### src/rtl/blink_rtc_n.sv
// Real-time clock and timer-interrupt unit: mck -> ticks -> seconds -> minutes,
// with sticky masked status, a seconds alarm and a coherent snapshot for multi-byte reads.
module blink_rtc_n #(
  parameter int TICK_DIV      = 49152,
  parameter int TICKS_PER_SEC = 200,
  parameter int MIN_W         = 21
) (
  input  logic       mck,
  input  logic       rin_n,
  input  logic       rst_tim,
  input  logic       reg_wr,
  input  logic       reg_rd,
  input  logic [2:0] reg_a,
  input  logic [7:0] reg_di,
  output logic [7:0] reg_do,
  output logic       irq
);

  localparam int DW = (TICK_DIV > 2) ? $clog2(TICK_DIV) : 1;
  localparam logic [DW-1:0] DCNT_MAX = DW'(TICK_DIV - 1);
  localparam logic [7:0]    TIM0_MAX = 8'(TICKS_PER_SEC - 1);

  logic [DW-1:0]    dcnt_q, dcnt_d;
  logic [7:0]       tim0_q, tim0_d;
  logic [5:0]       tim1_q, tim1_d;
  logic [MIN_W-1:0] timm_q, timm_d;
  logic [3:0]       tsta_q, tsta_d;
  logic [3:0]       tmk_q, tmk_d;
  logic [7:0]       alm_q, alm_d;
  logic [5:0]       snap_tim1_q, snap_tim1_d;
  logic [MIN_W-1:0] snap_timm_q, snap_timm_d;
  logic [7:0]       reg_do_q, reg_do_d;

  logic       tick_ev, sec_ev, min_ev, alarm_ev;
  logic [7:0] rd_val;
  logic [23:0] snap_ext;

  // The whole cascade settles in one cycle so tick, sec and min can fire on the same edge.
  always_comb begin
    dcnt_d   = dcnt_q + 1'b1;
    tim0_d   = tim0_q;
    tim1_d   = tim1_q;
    timm_d   = timm_q;
    tick_ev  = 1'b0;
    sec_ev   = 1'b0;
    min_ev   = 1'b0;
    alarm_ev = 1'b0;
    if (rst_tim) begin
      dcnt_d = '0;
      tim0_d = '0;
      tim1_d = '0;
      timm_d = '0;
    end else if (dcnt_q == DCNT_MAX) begin
      dcnt_d  = '0;
      tick_ev = 1'b1;
      if (tim0_q == TIM0_MAX) begin
        tim0_d = '0;
        sec_ev = 1'b1;
        if (tim1_q == 6'd59) begin
          tim1_d = '0;
          min_ev = 1'b1;
          timm_d = timm_q + 1'b1;
        end else begin
          tim1_d = tim1_q + 1'b1;
        end
        // tim1 never exceeds 59, so alarm seconds of 60..63 can never match
        alarm_ev = alm_q[7] && (tim1_d == alm_q[5:0]);
      end else begin
        tim0_d = tim0_q + 1'b1;
      end
    end
  end

  always_comb begin
    tsta_d = tsta_q;
    if (reg_wr && reg_a == 3'd5) tsta_d = tsta_q & ~reg_di[3:0];
    tsta_d = tsta_d | {alarm_ev, min_ev, sec_ev, tick_ev};
    tmk_d  = (reg_wr && reg_a == 3'd6) ? reg_di[3:0] : tmk_q;
    alm_d  = (reg_wr && reg_a == 3'd7) ? {reg_di[7], 1'b0, reg_di[5:0]} : alm_q;
  end

  assign snap_ext = 24'(snap_timm_q);

  // Reads use pre-edge state, so a tim0 read and its snapshot describe the same instant.
  always_comb begin
    rd_val = 8'h00;
    case (reg_a)
      3'd0:    rd_val = tim0_q;
      3'd1:    rd_val = {2'b00, snap_tim1_q};
      3'd2:    rd_val = snap_ext[7:0];
      3'd3:    rd_val = snap_ext[15:8];
      3'd4:    rd_val = snap_ext[23:16];
      3'd5:    rd_val = {4'h0, tsta_q};
      3'd6:    rd_val = {4'h0, tmk_q};
      default: rd_val = alm_q;
    endcase
    reg_do_d    = reg_rd ? rd_val : reg_do_q;
    snap_tim1_d = snap_tim1_q;
    snap_timm_d = snap_timm_q;
    if (reg_rd && reg_a == 3'd0) begin
      snap_tim1_d = tim1_q;
      snap_timm_d = timm_q;
    end
  end

  always_ff @(posedge mck or negedge rin_n) begin
    if (!rin_n) begin
      dcnt_q      <= '0;
      tim0_q      <= '0;
      tim1_q      <= '0;
      timm_q      <= '0;
      tsta_q      <= '0;
      tmk_q       <= '0;
      alm_q       <= '0;
      snap_tim1_q <= '0;
      snap_timm_q <= '0;
      reg_do_q    <= '0;
    end else begin
      dcnt_q      <= dcnt_d;
      tim0_q      <= tim0_d;
      tim1_q      <= tim1_d;
      timm_q      <= timm_d;
      tsta_q      <= tsta_d;
      tmk_q       <= tmk_d;
      alm_q       <= alm_d;
      snap_tim1_q <= snap_tim1_d;
      snap_timm_q <= snap_timm_d;
      reg_do_q    <= reg_do_d;
    end
  end

  assign reg_do = reg_do_q;
  assign irq    = |(tsta_q & tmk_q);

endmodule

### config.mk
export PLATFORM = sky130hd
export DESIGN_NAME = blink_rtc_n
export DESIGN_NICKNAME = d
export VERILOG_FILES = /design/src/rtl/blink_rtc_n.sv
export SDC_FILE = /design/constraint.sdc
export NUM_CORES = 1
export LEC_CHECK = 0
export ABC_AREA = 1
export CAP_MARGIN = 15
export CORE_MARGIN = 2
export CORE_UTILIZATION = 55
export CTS_CLUSTER_DIAMETER = 60
export DETAILED_ROUTE_END_ITERATION = 6
export MAX_ROUTING_LAYER = met4
export PLACE_DENSITY = 0.77
export SETUP_SLACK_MARGIN = 0.02
export SYNTH_ARGS = -nofsm -noshare
export SYNTH_HDL_FRONTEND = slang
export SYNTH_SLANG_ARGS = --single-unit
### constraint.sdc
create_clock -name mck -period 1.6 [get_ports mck]
set_input_delay 0.24 -clock mck [delete_from_list [all_inputs] [get_ports mck]]
set_output_delay 0.24 -clock mck [all_outputs]
set_load 0.1 [all_outputs]
* Yosys cells after proc, flatten, opt, wreduce, memory -nomap -nowiden
Cells that the tools add are included.
Cells by class: add/subtract/negate cells 4, eq/ne operators 11, mux-type cells 30, bitwise logic cells 4, reductions and logical operators 12
Operator list (count):
- $mux 21 | 4
- $pmux 8 s7 | 1
- $mux 6 | 7
- $mux 16 | 2
- $mux 8 | 3
- $add 21x1->21 const B | 1
- $add 16x1->16 const B | 1
- $eq 16x16->1 const B | 1
- $eq 3x3->1 const B | 4
- $mux 1 | 12
- $add 8x1->8 const B | 1
- $and 4x4->4 | 2
- $eq 8x8->1 const B | 1
- $add 6x1->6 const B | 1
- $eq 3x2->1 const B | 2
- $eq 6x6->1 | 1
- $eq 6x6->1 const B | 1
- $reduce_bool 2->1 | 3
- $logic_and 1x1->1 | 5
- $mux 4 | 1
- $not 4->4 | 1
- $or 4x4->4 | 1
- $reduce_or 4->1 | 1
- $eq 3x1->1 const B | 1
- 3 further kinds | 3
Storage, ports and cells: bits in registers 101, bits of input ports 16, output and inout port bits 9, word-level logic and storage cells 71

* Depth between registers and ports, before layout
word-level depth 11, gate-level depth with buffers 12, gate-level depth less buffers 11

* Worst setup path after synthesis
No wires, ideal clock.
path kind flip-flop to output port, start register tmk_q[3], end output irq, arrival time 1.919 ns, data required time 1.360 ns, setup slack -0.559 ns, stages on the path, launching flop included 3, buffers on the path 0, path through dfrtp_1 -> inv_1 -> o2111ai_1
Between the ends: cells in the longest elaborated chain, start to end 2
RTL lines:
- start, declared | RTL line 28 | logic [3:0] tmk_q, tmk_d;
- start signal, assigned | RTL line 124 | tmk_q <= tmk_d;
- $and 4x4->4 | RTL line 133 | assign irq = |(tsta_q & tmk_q);
- $reduce_or 4->1 | RTL line 133
- end, declared | RTL line 16 | output logic irq
No other way between the ends.

* Worst setup path in the final report
start register dcnt_q[0], end register timm_q[19]
Between the ends: cells in the longest elaborated chain, start to end 3
RTL lines:
- start, declared | RTL line 23 | logic [DW-1:0] dcnt_q, dcnt_d;
- start signal, assigned | RTL line 119 | dcnt_q <= dcnt_d;
- $eq 16x16->1 | RTL line 53 | end else if (dcnt_q == DCNT_MAX) begin
- $reduce_bool 2->1 (no source line)
- $reduce_and 3->1 (no source line)
- end signal, assigned | RTL line 122 | timm_q <= timm_d;
- end, declared | RTL line 26 | logic [MIN_W-1:0] timm_q, timm_d;
No other way between the ends. A chain may end at the register's enable or synchronous reset.

==> reports/metrics.cfg <==
[clock_network]
clkTransAtPathRegs_ns=0.11
cts_sinks=101
clk_latency_ns=0.40
h-tree-depth=3
cts_root_buf=clkbuf_8
cts_buffers=9
cts_tree=yes
cts_buffer_depth=2

[synth]
synthXorXnorAreaFrac=0.02420
ys_seq_area_frac=0.4657
synth_top_family_by_area=simple AND/OR/NAND/NOR gates
synthTopCellsByArea=dfrtp_1 47%, nand2_1 14%, o21ai_0 6.2%
synthCells=711
synth_top_area_frac=0.4657
muxShareOfSynthArea=0.002075
synth_compound_area_frac=0.1226
synthSimpleGateAreaFrac=0.3022
synth-main-ff-cell=dfrtp_1
synth_fa_ha_area_frac=0.009221
synthesis.nets=731
yosys_warnings=0
synth_edf_count=0
avgSynthCellArea_sq_um=7.634
syn-cell-area_sq_um=5428
async_flop_share=1.000
synth_seq_cells=101
synth_top_area_cell=dfrtp_1
synth_cell_types=40

[place]
routabilityCongestion=0.9724
io_buffers=23
preCtsSetupSlack_ns=-0.1650
dp_hpwl_mm=10.56
dpl.cell_count=921

[routing]
vias=5094
drc=0
totalWireLength_mm=14.32
drtIter0Drc=266
ant_nets=0
via_per_inst=5.373
dr.pass1.iters=5
wl_per_cell_um=15.11

[die]
die-area_sq_um=10680
start_util=0.5605
core_area_sq_um=9684
ios=25
num_rows=36
die_h_um=103.3
dieWidth_um=103.3

[timing]
worstMarginPinSlew_ns=0.4299
skew_ns=0.01257
rsz0062_at_grt=true
finalWorstSetupSlack_ns=-0.03210
tns_ns=-0.1118
finalSetupViolCount=9
fin_crit_sh=1.020
slew_viol_final=0
hold_viol_final=0
max_freq_mhz=612.7
relSlewSlack=0.7112
min_period_ns=1.632

[worst_setup_path]
crit_arrival_ns=1.93
crit_type=flip-flop to flip-flop
rr_startpoint=dcnt_q[0]
critPathMaxFanout=6
reg2regPathDepth=11
path_cells=ha_2 -> nand2_2 -> inv_2 -> nand3_4 -> nor2_4 -> nor2_4 -> nor2_8 -> inv_8 -> buf_12 -> nand2_2 -> o21ai_2
cp-start-kind=flip-flop
endpoint=timm_q[19]
slowest_stage=dfrtp_1
cp.required_ns=1.89
slowest_delay_ns=0.37
endpoint_kind=flip-flop
startpoint=dcnt_q[0]
r2r_end=timm_q[19]
r2r_slack_ns=-0.03

[grt]
grt.overflow.total=0
grt_pass1_wl_mm=22.97
gr-usage-all-layers=0.2933
grt_pass1_vias=4845
antenna_found_initial=0
grt_max_degree=38

[flow_run]
drv_cap=0

[final_layout]
final_layout_size_suffix_gt1_frac=0.2135
final_cells=948
layout_commonest_cell=nand2_1
fillers=755
multi_input_area_sq_um=2638
post-route-util=0.7062
ff_latch_area_sq_um=2530
nNetsFinal=830
area_growth_pct=26.00
num_antenna_cells=0
layout_common_cells=191 x nand2_1, 99 x dfrtp_1, 73 x inv_1

[outcome]
violations=setup timing
status=finished with violations

[power]
p_leak_nw=3.122
powerDensity_nw_per_um2=767.9
irDropWorstVdd_mv=0.5730
totalPowerFinal_mw=5.252

[min_path]
hold_path.class=input port to async pin

critical path, delay by kind of cell (launching register included):
family	cells	cell delay [ns]
simple gates	6	0.63
buf+inv	3	0.28
fa+ha+maj	1	0.20
compound gates	1	0.05
flops	1	0.37
logic make-up after synthesis:
logic type | count (synthesis)
fa+ha+maj | 4
compound gates | 119
flops | 101
mux | 1
simple gates | 374
xor+xnor | 15
buf+inv | 97
what timing repair did:
item                       CTS  global route
hold buffers                 1             0
gates resized for setup     22            35
cloned                       1             1
pin swaps                    5             3
setup endpoints to repair   29            45
hold endpoints to repair    23             0
setup buffers                3             5
metal layers:
metal / up-vias / part of all wire / GRT usage
li1: 2495 / - / -
met1: 2399 / 0.41 / 0.3612
met2: 162 / 0.51 / 0.4744
met3: 38 / 0.052 / 0.05645
met4: 0 / 0.029 / 0.1235
met5: - / 0 / -
final cells by class:
class                   count  share of cell area
multi-input cells         513              0.3857
flip-flops and latches    101              0.3699
repair buffers            105              0.1489
inverters                  80             0.04537
well taps                 133             0.02433
clock buffers              10             0.01866
clock inverters             6            0.007135
cell usage after synthesis (2+ instances only):
cell / instances
nand2_1: 201
dfrtp_1: 101
inv_1: 75
nor2_1: 75
o21ai_0: 67
nand3_1: 53
a21oi_1: 19
nand4_1: 14
xor2_1: 13
o21ai_2: 10
nand2_2: 9
o21ai_1: 8
nor3_1: 7
o22ai_1: 7
buf_2: 6
clkbuf_1: 5
ha_1: 4
nor2_4: 4
buf_6: 3
nor3b_1: 3
and2_1: 2
clkinv_1: 2
inv_2: 2
nor2_8: 2
o2111ai_1: 2
o2bb2ai_1: 2
xnor2_1: 2
state kept, by name, summed over array words and instances, names as in the netlist:
name	cells
alm_q	7
dcnt_q	16
reg_do	8
snap_tim1_q	6
snap_timm_q	21
tim0_q	8
tim1_q	6
timm_q	21
tmk_q	4
tsta_q	4
metrics by stage:
stage	hold WS, ns	instance area (sq um)
finish	0.3018	6839
global route	0.3230	6839
CTS	0.3032	6681
detailed placement	0.1930	6390
global placement	0.1897	6390
floorplan	-0.05559	5434
report_power, final:
group          leakage (nW)  internal, mW  switching [mW]
clock                0.0791         0.576           0.945
sequential             1.36          2.71           0.137
combinational          1.68         0.339           0.542
worst min path at each step:
stage	end	slack [ns]	cells after the start
after global routing	timm_q[9]	0.32	2
final	timm_q[9]	0.30	2
after floorplan	alm_q[0]	-0.06	0
after global placement	timm_q[15]	0.19	1
after CTS	timm_q[14]	0.30	2
after detailed placement	timm_q[15]	0.19	1
Power figures use the tool's default switching activity.
